## src/rtl/uart_tx_word_if.sv

```systemverilog
// uart_tx_word_if: word handshake and serial-line signals between a producer and uart_tx_word
interface uart_tx_word_if;
    logic        i_tx_valid;
    logic [15:0] i_tx_word;
    logic        o_tx_ready;
    logic        o_tx_serial;
    logic        o_tx_active;
    logic        o_tx_flag;
    modport master (
        output i_tx_valid, i_tx_word,
        input  o_tx_ready, o_tx_serial, o_tx_active, o_tx_flag
    );
    modport slave (
        input  i_tx_valid, i_tx_word,
        output o_tx_ready, o_tx_serial, o_tx_active, o_tx_flag
    );
endinterface

```

## src/rtl/uart_tx_word.sv

```systemverilog
// uart_tx_word: 8N1 UART transmitter for 16-bit words, low byte first, with a one-word holding register
module uart_tx_word #(
    parameter int TICKS_PER_BIT  = 128,
    parameter int BYTES_PER_WORD = 2,
    parameter int STOP_BITS      = 1
) (
    input  logic          i_clk,
    input  logic          i_rst,
    uart_tx_word_if.slave bus
);
    if (TICKS_PER_BIT < 2 || TICKS_PER_BIT > 65535) begin : g_bad_tpb
        $error("TICKS_PER_BIT must be 2..65535");
    end
    if (BYTES_PER_WORD < 1 || BYTES_PER_WORD > 2) begin : g_bad_bpw
        $error("BYTES_PER_WORD must be 1 or 2");
    end
    if (STOP_BITS < 1 || STOP_BITS > 2) begin : g_bad_sb
        $error("STOP_BITS must be 1 or 2");
    end

    typedef enum logic [1:0] {IDLE, START, DATA, STOP} state_t;

    localparam logic [15:0] TICK_MAX  = 16'(TICKS_PER_BIT - 1);
    localparam logic        LAST_BYTE = 1'(BYTES_PER_WORD - 1);
    localparam logic        LAST_STOP = 1'(STOP_BITS - 1);

    state_t      state;
    logic [15:0] tick;
    logic [15:0] hold;
    logic [7:0]  shifter;
    logic [7:0]  upper;
    logic [2:0]  bit_idx;
    logic        byte_idx;
    logic        stop_idx;
    logic        full;
    logic        ready;
    logic        serial;
    logic        active;
    logic        flag;
    logic        wrap;
    logic        word_end;
    logic        drain;
    logic        accept;
    logic        full_next;

    // The engine takes the holding word when idle or exactly as the last stop bit of a word ends,
    // which is what keeps back-to-back words gap-free.
    assign wrap      = tick == TICK_MAX;
    assign word_end  = state == STOP && wrap && stop_idx == LAST_STOP && byte_idx == LAST_BYTE;
    assign drain     = full && (state == IDLE || word_end);
    assign accept    = bus.i_tx_valid && ready;
    assign full_next = accept || (full && !drain);

    assign bus.o_tx_ready  = ready;
    assign bus.o_tx_serial = serial;
    assign bus.o_tx_active = active;
    assign bus.o_tx_flag   = flag;

    // Frame FSM, holding register and registered line outputs; a load from holding overrides the state step
    always_ff @(posedge i_clk) begin
        if (i_rst) begin
            state    <= IDLE;
            tick     <= '0;
            hold     <= '0;
            shifter  <= '0;
            upper    <= '0;
            bit_idx  <= '0;
            byte_idx <= 1'b0;
            stop_idx <= 1'b0;
            full     <= 1'b0;
            ready    <= 1'b0;
            serial   <= 1'b1;
            active   <= 1'b0;
            flag     <= 1'b1;
        end else begin
            full  <= full_next;
            ready <= !full_next;
            flag  <= 1'b1;
            tick  <= (state == IDLE || wrap) ? '0 : tick + 16'd1;
            if (accept)
                hold <= bus.i_tx_word;
            case (state)
                START: if (wrap) begin
                    state   <= DATA;
                    serial  <= shifter[0];
                    shifter <= shifter >> 1;
                    bit_idx <= '0;
                end
                DATA: if (wrap) begin
                    if (bit_idx == 3'd7) begin
                        state    <= STOP;
                        serial   <= 1'b1;
                        stop_idx <= 1'b0;
                    end else begin
                        serial  <= shifter[0];
                        shifter <= shifter >> 1;
                        bit_idx <= bit_idx + 3'd1;
                    end
                end
                STOP: if (wrap) begin
                    if (stop_idx != LAST_STOP) begin
                        stop_idx <= stop_idx + 1'b1;
                    end else if (byte_idx != LAST_BYTE) begin
                        state    <= START;
                        byte_idx <= byte_idx + 1'b1;
                        shifter  <= upper;
                        serial   <= 1'b0;
                    end else begin
                        state  <= IDLE;
                        flag   <= 1'b0;
                        active <= 1'b0;
                    end
                end
                default: state <= IDLE;
            endcase
            if (drain) begin
                state    <= START;
                shifter  <= hold[7:0];
                upper    <= hold[15:8];
                byte_idx <= 1'b0;
                serial   <= 1'b0;
                active   <= 1'b1;
            end
        end
    end
endmodule

```

## src/flat_wrapper.sv

```systemverilog
// flat-port wrapper written by rule: the top's interface ports become plain ports
module uart_tx_word_flat 
#(
    parameter int TICKS_PER_BIT  = 128,
    parameter int BYTES_PER_WORD = 2,
    parameter int STOP_BITS      = 1
)
  (i_clk, i_rst, bus_i_tx_valid, bus_i_tx_word, bus_o_tx_ready, bus_o_tx_serial, bus_o_tx_active, bus_o_tx_flag);
  uart_tx_word_if bus_i ();
  input  logic i_clk;
  input  logic i_rst;
  input wire logic [$bits(bus_i.i_tx_valid)-1:0] bus_i_tx_valid;
  input wire logic [$bits(bus_i.i_tx_word)-1:0] bus_i_tx_word;
  output wire logic [$bits(bus_i.o_tx_ready)-1:0] bus_o_tx_ready;
  output wire logic [$bits(bus_i.o_tx_serial)-1:0] bus_o_tx_serial;
  output wire logic [$bits(bus_i.o_tx_active)-1:0] bus_o_tx_active;
  output wire logic [$bits(bus_i.o_tx_flag)-1:0] bus_o_tx_flag;
  assign bus_i.i_tx_valid = bus_i_tx_valid;
  assign bus_i.i_tx_word = bus_i_tx_word;
  assign bus_o_tx_ready = bus_i.o_tx_ready;
  assign bus_o_tx_serial = bus_i.o_tx_serial;
  assign bus_o_tx_active = bus_i.o_tx_active;
  assign bus_o_tx_flag = bus_i.o_tx_flag;
  uart_tx_word #(.TICKS_PER_BIT(TICKS_PER_BIT), .BYTES_PER_WORD(BYTES_PER_WORD), .STOP_BITS(STOP_BITS)) u_core (.i_clk(i_clk), .i_rst(i_rst), .bus(bus_i));
endmodule
```

## config.mk

```make
export PLATFORM = sky130hd
export DESIGN_NAME = uart_tx_word_flat
export DESIGN_NICKNAME = d
export VERILOG_FILES = /design/src/rtl/uart_tx_word_if.sv /design/src/rtl/uart_tx_word.sv /design/src/flat_wrapper.sv
export SDC_FILE = /design/constraint.sdc
export NUM_CORES = 1
export LEC_CHECK = 0
export CELL_PAD_IN_SITES_DETAIL_PLACEMENT = 0
export CELL_PAD_IN_SITES_GLOBAL_PLACEMENT = 2
export CORE_ASPECT_RATIO = 1.4
export CORE_UTILIZATION = 31
export DETAILED_ROUTE_END_ITERATION = 7
export PLACE_DENSITY = 0.74
export SLEW_MARGIN = 20
export SYNTH_ARGS = -nofsm -noshare
export SYNTH_HDL_FRONTEND = slang
export SYNTH_SLANG_ARGS = --single-unit
```

## constraint.sdc

```tcl
create_clock -name i_clk -period 2.05 [get_ports i_clk]
set_clock_uncertainty 0.2 [all_clocks]
set_input_delay 0.615 -clock i_clk [delete_from_list [all_inputs] [get_ports i_clk]]
set_output_delay 0.615 -clock i_clk [all_outputs]
set_load 0.02 [all_outputs]
```

==> results.rst, run 1 <==
.. list-table::
   :header-rows: 1

   * - Metric
     - Value
   * - Final HPWL from detailed placement
     - slightly above 5000 um
   * - Number of max-slew violations in the final report
     - 0
   * - Total buffers and inverters traversed by the critical path
     - 2
   * - Final-report setup violation count
     - 0
   * - Run status
     - finished clean
   * - Number of nets with antenna violations after routing
     - 0
   * - Average instance area after synthesis
     - 8.298 sq um
   * - Dpl ws
     - -0.04893 ns
   * - Synth warn
     - 0
   * - DR pass1 iterations
     - 5
   * - CP cell instances
     - inv_4 > ha_4 > and2_4 > o311a_4 > a21oi_4 > buf_6 > o21ai_0 > a21oi_1
   * - Master of the slowest instance on the critical path
     - sky130_fd_sc_hd__o311a_4
   * - Commonest non-fill, non-tap cell in the layout
     - sky130_fd_sc_hd__nand2_1
   * - WL per Instance
     - 14.12 um
   * - Worst vdd rail ir drop
     - ~0.00063 V
   * - Worst hold margin
     - 0.2517 ns
   * - Number of diodes added for antenna fixing
     - 0
   * - Total Die Area
     - 9109 sq um
   * - Final period util
     - 0.9761
   * - Dominant combinational cell family by area after synthesis
     - compound AO/OA/AOI/OAI gates
   * - Drt drc
     - 0
   * - Max transition margin
     - 0.7714
   * - Xor/xnor share of the synthesized area
     - 0.04533
   * - CP Data Arrival Time
     - 2.06 ns
   * - Clock root buffer
     - sky130_fd_sc_hd__clkbuf_16
   * - Reg clk slew, reported paths
     - 0.06 ns
   * - Data required time of the worst path
     - roughly 2.1 ns
   * - Prevailing post-synth register cell
     - sky130_fd_sc_hd__dfxtp_1
   * - Total design power
     - 3.967 mW
   * - Placed cell areas
     - approximately 3400 sq um
   * - Share of flip-flops with an asynchronous set or reset
     - 0
   * - Top cell type by total area after synthesis
     - sky130_fd_sc_hd__dfxtp_1
   * - Kind of cell adding the most delay to the critical path
     - compound AO/OA/AOI/OAI gates
   * - Vias in the first global route
     - 2547
   * - Core Footprint
     - around 8500 sq um
   * - Violation count after the first detailed-route iteration
     - 97
   * - Area share of the leading cell type in the synthesized netlist
     - 0.4366
   * - Synthesized netlist net count
     - 353
   * - Share of the synthesized area in compound gates (AO/OA/AOI/OAI)
     - 0.2109
   * - Final GP Congestion
     - 0.7841
   * - Detail-routed via count per cell
     - 4.976
   * - Type of element capturing the critical path
     - flip-flop
   * - Final routed wirelength across all metal layers
     - 7115 um
   * - Synth top area cells
     - sky130_fd_sc_hd__dfxtp_1, sky130_fd_sc_hd__nand2_1, sky130_fd_sc_hd__a21oi_1
   * - RSZ-0062 raised after global routing
     - true
   * - I/O pin cnt
     - 23
   * - Port Buffers
     - 22
   * - Classification of the worst setup path
     - reg2reg
   * - Total Nets Final
     - 421
   * - Adder-cell share of the synthesized area
     - 0.03700
   * - Post-synth design cell area
     - between 2000 and 3000 sq um
   * - Maximum clock path buffer count
     - 2
   * - CTS H-tree depth
     - 3
   * - Fraction of layout cells with a size suffix above 1
     - 0.2757
   * - Sequential element share of the synthesized area
     - 0.4366
   * - Setup Total Neg Slack
     - 0 ns
   * - Maxcap violations
     - 0
   * - Number of antenna violations at the first check in global routing
     - 0
   * - Maximum number of pins on one net before global-route repair
     - 23
   * - EDFF count, synth
     - 0
   * - Fraction of synthesized area in multiplexers
     - 0.02590
   * - Clock tree from TritonCTS
     - done
   * - Effective utilization at floorplan
     - 0.3179
   * - Power per cell area
     - between 1000 and 1500 nW/um^2
   * - Worst Tran Pin Value
     - 0.3393 ns
   * - Total leakage power
     - 1.458 nW
   * - Critical path's largest stage delay
     - 0.38 ns
   * - Simple logic cell fraction of the synthesized area
     - 0.2049
   * - Vert. Die Dim
     - 112.5 um
   * - Synth Instances
     - 326
   * - Commonest non-fill, non-tap cells in the layout
     - sky130_fd_sc_hd__nand2_1, sky130_fd_sc_hd__dfxtp_1, sky130_fd_sc_hd__buf_4
   * - Horizontal extent of the die
     - 80.95 um
   * - Highest Clock Rate
     - 0.4997 GHz
   * - Number of sinks handled by clock tree synthesis
     - 59
   * - Clock period minus worst slack
     - 2.001 ns
   * - Number of cell rows
     - 40
   * - Total track usage
     - 0.1712
   * - Post-route cell area
     - 3919 sq um
   * - Flops & latches, synth
     - 59
   * - Crit Path Max Fanout
     - 6
   * - GR Overflow Total
     - 0
   * - Clock latency reported for the late side of the worst-skew pair
     - between 0.3 and 0.4 ns
   * - Unique cell type count in the Yosys netlist
     - 44
   * - Total number of vias
     - 2508
   * - Synth-to-layout area growth
     - 44.87%
   * - TritonCTS Buffers
     - 9
   * - Final hold violations
     - 0
   * - Wire length of the first global-routing pass
     - 11760 um
   * - Worst-case setup margin in the final layout
     - about 0.05 ns
   * - Hold crit path type
     - reg2reg
   * - Category of the worst setup path launch point
     - flip-flop
==> report_power, final <==
| part | internal [mW] | switching (mW) | leakage (nW) |
|---|---|---|---|
| registers | 1.24 | 0.0614 | 0.481 |
| clock network | 0.958 | 0.575 | 0.147 |
| logic | 0.592 | 0.543 | 0.829 |
| total | 2.79 | 1.18 | 1.46 |
==> area by class of cell <==
type / count / area [sq um]
Clock buffer: 9 / 225.2
Clock inverter: 7 / 81.33
Fill cell: 887 / 4589
Inverter: 8 / 32.53
Multi-Input combinational cell: 240 / 1589
Sequential cell: 59 / 1190
Tap cell: 105 / 131.4
Timing Repair Buffer: 76 / 669.4
==> flip-flops by register name (all words and copies together), names as in the netlist <==
register,flops
u_core.byte_idx,1
u_core.bus.o_tx_flag,1
u_core.bus.o_tx_active,1
u_core.bus.o_tx_ready,1
u_core.upper,8
u_core.full,1
u_core.tick,16
u_core.bit_idx,3
u_core.state,2
u_core.shifter,8
u_core.hold,16
u_core.bus.o_tx_serial,1
==> Yosys cell counts (4+ instances only) <==
library cell / instances
sky130_fd_sc_hd__nand2_1: 60
sky130_fd_sc_hd__dfxtp_1: 59
sky130_fd_sc_hd__a21oi_1: 40
sky130_fd_sc_hd__nor2_1: 26
sky130_fd_sc_hd__o21ai_0: 15
sky130_fd_sc_hd__clkbuf_1: 14
sky130_fd_sc_hd__xor2_1: 9
sky130_fd_sc_hd__ha_1: 8
sky130_fd_sc_hd__inv_1: 8
sky130_fd_sc_hd__mux2i_1: 7
sky130_fd_sc_hd__nand3_1: 7
sky130_fd_sc_hd__o2111ai_1: 7
sky130_fd_sc_hd__o211ai_1: 7
sky130_fd_sc_hd__and3_1: 5
sky130_fd_sc_hd__xnor2_1: 5
sky130_fd_sc_hd__a211oi_1: 4
sky130_fd_sc_hd__and2_1: 4
sky130_fd_sc_hd__buf_2: 4
sky130_fd_sc_hd__nor3_1: 4
==> cell families (layout without fill, tap and decap cells) <==
kind of cell	Yosys count	after routing
AO/OA/AOI/OAI	92	92
AND/OR/NAND/NOR	119	119
multiplexers	7	7
adder cells (fa/ha/maj)	8	8
flip-flops	59	59
buffers and inverters	27	100
XOR/XNOR	14	14
==> per-stage QoR <==
step	cells	utilization
3_5_place_dp	480	0.3975
3_3_place_gp	480	0.3975
2_1_floorplan	326	-
4_1_cts	496	0.4356
5_1_grt	504	0.4606
6_report	504	0.4606
==> worst paths after layout <==
kind	startpoint	end	slack, ns	cells after the start
min reg2reg	u_core.hold[13]$_SDFFE_PP0P_	u_core.upper[5]$_SDFFE_PP0P_	0.25	2
min	u_core.hold[13]$_SDFFE_PP0P_	u_core.upper[5]$_SDFFE_PP0P_	0.25	2
max reg2reg	u_core.state[1]$_SDFFE_PP0P_	u_core.shifter[1]$_SDFFE_PP0P_	0.05	8
max	u_core.state[1]$_SDFFE_PP0P_	u_core.shifter[1]$_SDFFE_PP0P_	0.05	8
==> metal layers <==
layer  share of wire  global-route usage  vias to the layer above
li1                -                   -                     1283
met1            0.41              0.1802                     1163
met2            0.53              0.3188                       47
met3           0.029             0.03902                       15
met4           0.026             0.06429                        0
met5               0                   0                        -
==> worst register-to-register path: cells and delay by family, from the launching register on <==
family / cells / cell delay (ns)
fa+ha+maj: 1 / 0.17
buf+inv: 2 / 0.20
simple gates: 1 / 0.14
compound gates: 4 / 0.85
flops: 1 / 0.37
==> what timing repair did <==
| item | 4_1_cts | 5_1_grt |
|---|---|---|
| setup buffers | 0 | 8 |
| hold buffers | 0 | 0 |
| pin swaps | 2 | 16 |
| gates resized for setup | 9 | 44 |
| setup endpoints to repair | 23 | 40 |
(Power assumes the default switching activity.)
==> inputs of run 2 (changes only) <==
==> constraint.sdc (replaced) <==
create_clock -name i_clk -period 1.7 [get_ports i_clk]
set_clock_uncertainty 0.2 [all_clocks]
set_input_delay 0.51 -clock i_clk [delete_from_list [all_inputs] [get_ports i_clk]]
set_output_delay 0.51 -clock i_clk [all_outputs]
set_load 0.1 [all_outputs]
==> run 2 against run 1 <==
Net effect: the run now ends with setup timing left; flip-flop and latch count stayed put; critical path depth is 1 higher; first-iteration DRC count is 53% lower; utilization is 6.5 points higher; power is 32% higher; count of clock-buffer cells in the layout is 1 higher; clock power is 29% higher; register-to-register slack worse by 0.33 ns; sequential power is 22% higher; sequential share of layout area is 3.5 points lower; critical path type unchanged; critical endpoint is now u_core.shifter[3]$_SDFFE_PP0P_; largest cell class unchanged; highest routed layer unchanged.
==> results.rst, run 2 (synthesis results as in run 1) <==
.. list-table::
   :header-rows: 1

   * - Metric
     - Value
   * - Run status
     - finished with violations
   * - Violated checks
     - setup timing
   * - CTS H-tree depth
     - 3
   * - Clock root buffer
     - sky130_fd_sc_hd__clkbuf_16
   * - Hold crit path type
     - reg2reg
   * - Worst Tran Pin Value
     - 0.4168 ns
   * - Max transition margin
     - 0.7192
   * - Number of antenna violations at the first check in global routing
     - 0
   * - I/O pin cnt
     - 23
   * - Post-route cell area
     - 4472 sq um
   * - Clock tree from TritonCTS
     - done
   * - Number of cell rows
     - 40
   * - Number of diodes added for antenna fixing
     - 0
   * - Category of the worst setup path launch point
     - flip-flop
   * - Vias in the first global route
     - around 2600
   * - Worst-case setup margin in the final layout
     - -0.2816 ns
   * - Reg clk slew, reported paths
     - around 0.05 ns
   * - Relative contribution of the clock network to total power
     - 0.375
   * - Total track usage
     - 0.1872
   * - Clock period minus worst slack
     - 1.982 ns
   * - Final period util
     - 1.166
   * - Total number of vias
     - between 2000 and 3000
   * - Most heavily used metal layer in global routing
     - met2
   * - Violation count after the first detailed-route iteration
     - 46
   * - Fraction of layout cells with a size suffix above 1
     - 0.4057
   * - Crit Path Max Fanout
     - 5
   * - Core Footprint
     - 8508 sq um
   * - Dpl ws
     - -0.2975 ns
   * - Switching fraction of total power
     - 0.3018
   * - Total Nets Final
     - 446
   * - Total leakage power
     - 1.659 nW
   * - Data required time of the worst path
     - 1.76 ns
   * - Total design power
     - 5.252 mW
   * - Largest registers
     - u_core.hold x16, u_core.tick x16
   * - Met2 track demand over resource in global routing
     - 0.3440
   * - Vert. Die Dim
     - 112.5 um
   * - Worst vdd rail ir drop
     - about 0.00063 V
   * - Final routed wirelength across all metal layers
     - 7769 um
   * - Maxcap violations
     - 0
   * - Drt drc
     - 0
   * - Commonest non-fill, non-tap cells in the layout
     - sky130_fd_sc_hd__buf_4, sky130_fd_sc_hd__nand2_1, sky130_fd_sc_hd__dfxtp_1
   * - Wire length of the first global-routing pass
     - 12640 um
   * - Total Die Area
     - 9109 sq um
   * - Commonest non-fill, non-tap cell in the layout
     - sky130_fd_sc_hd__buf_4
   * - Number of max-slew violations in the final report
     - 0
   * - Met1 usage in global routing
     - 0.1884
   * - Number of nets with antenna violations after routing
     - 0
   * - Non-filler instance count after layout
     - 529
   * - WL per Instance
     - 14.69 um
   * - Final HPWL from detailed placement
     - 5563 um
   * - Classification of the worst setup path
     - reg2reg
   * - TritonCTS Buffers
     - 9
   * - Synth-to-layout area growth
     - 65.31%
   * - Maximum number of pins on one net before global-route repair
     - 26
   * - Maximum clock path buffer count
     - 2
   * - Switching power
     - 1.585 mW
   * - Placed cell areas
     - 3732 sq um
   * - Internal power contribution
     - ~3.7 mW
   * - Clock latency reported for the late side of the worst-skew pair
     - 0.33 ns
   * - Detail-routed via count per cell
     - 4.957
   * - Number of sinks handled by clock tree synthesis
     - 59
   * - Highest Clock Rate
     - 0.5046 GHz
   * - Port Buffers
     - 22
   * - DR pass1 iterations
     - 4
   * - Type of element capturing the critical path
     - flip-flop
   * - Final GP Congestion
     - 0.9233
   * - Met3 track demand over resource in global routing
     - 0.03902
   * - GR Overflow Total
     - 0
   * - Combinational share of power
     - 0.322
   * - Effective utilization at floorplan
     - 0.3179
   * - Final hold violations
     - 0
   * - RSZ-0062 raised after global routing
     - true
   * - Final-report setup violation count
     - 42
   * - Power per cell area
     - 1174 nW/um^2
   * - CP Data Arrival Time
     - 2.04 ns
   * - Horizontal extent of the die
     - 80.95 um
   * - Sequential cell fraction of total power
     - 0.303
   * - Final core utilization
     - 0.5256
   * - Number of cells after detailed placement
     - 501
run 2: changes by cell type in the layout (fill, tap and decap cells not counted), sizes merged:
cell         delta
clkinvlp        +1
buf            +29
clkinv          +1
dlygate4sd2     -4
bufinv          +1
inv             -4
clkbuf          +1
run 2: final cells by class:
class	instances	area, sq um
Fill cell	811	4036
Multi-Input combinational cell	240	1815
Sequential cell	59	1202
Timing Repair Buffer	101	962.2
Clock buffer	10	239.0
Tap cell	105	131.4
Clock inverter	6	88.84
Inverter	8	32.53
run 2: critical path, stage by stage (launching register included):
cell and delay (ns):
sky130_fd_sc_hd__dfxtp_2 0.33, sky130_fd_sc_hd__ha_4 0.15, sky130_fd_sc_hd__and3_4 0.20, sky130_fd_sc_hd__buf_12 0.13, sky130_fd_sc_hd__buf_4 0.12, sky130_fd_sc_hd__o311a_4 0.14
sky130_fd_sc_hd__a21oi_4 0.25, sky130_fd_sc_hd__buf_12 0.15, sky130_fd_sc_hd__o21ai_0 0.09, sky130_fd_sc_hd__a21oi_1 0.15
run 2: final timing paths:
kind	from	endpoint	slack (ns)	cells past startpoint
worst min register to register	u_core.hold[12]$_SDFFE_PP0P_	u_core.hold[12]$_SDFFE_PP0P_	0.26	2
worst max register to register	u_core.tick[1]$_SDFF_PP0_	u_core.shifter[3]$_SDFFE_PP0P_	-0.28	9
worst max-delay path	u_core.tick[1]$_SDFF_PP0_	u_core.shifter[3]$_SDFFE_PP0P_	-0.28	9
worst min-delay path	u_core.hold[12]$_SDFFE_PP0P_	u_core.hold[12]$_SDFFE_PP0P_	0.26	2
run 2: per-layer routing:
metal / up-vias / wire (um)
met5: - / 0
met2: 33 / 4319
li1: 1329 / -
met4: 0 / 272
met1: 1238 / 2965
met3: 22 / 211
run 2: repair_timing:
action | in CTS | in global routing
hold buffers | 0 | 0
buffers inserted | 10 | 2
resized for setup | 28 | 51
setup endpoints to repair | 42 | 44
cloned | 1 | 0
pin swaps | 17 | 30
run 2: metrics by stage:
| stage | hold WS, ns | TNS (ns) |
|---|---|---|
| 6_report | 0.2576 | -6.328 |
| 5_1_grt | 0.2745 | -9.369 |
| 4_1_cts | 0.2606 | -6.243 |
| 3_5_place_dp | 0.2438 | -7.509 |
| 3_3_place_gp | 0.2421 | -6.917 |
| 2_1_floorplan | 0.2269 | -3.847 |
run 2: power groups by stage:
stage	combinational [mW]	sequential (mW)	clock (mW)
floorplan	0.704	1.70	0
global placement	1.36	1.61	0
detailed placement	1.37	1.60	0
CTS	1.59	1.58	2.00
global route	1.81	1.60	2.07
finish	1.69	1.59	1.97
==> inputs of run 3 (changes only) <==
--- a/config.mk
+++ b/config.mk
@@ -5,6 +5,7 @@
 export SDC_FILE = /design/constraint.sdc
 export NUM_CORES = 1
 export LEC_CHECK = 0
+export ABC_CLOCK_PERIOD_IN_PS = 1700
 export CELL_PAD_IN_SITES_DETAIL_PLACEMENT = 0
 export CELL_PAD_IN_SITES_GLOBAL_PLACEMENT = 2
 export CORE_ASPECT_RATIO = 1.4
==> results of run 3 <==
Same layout as run 2: the final DEF is identical, and so are final timing and power.
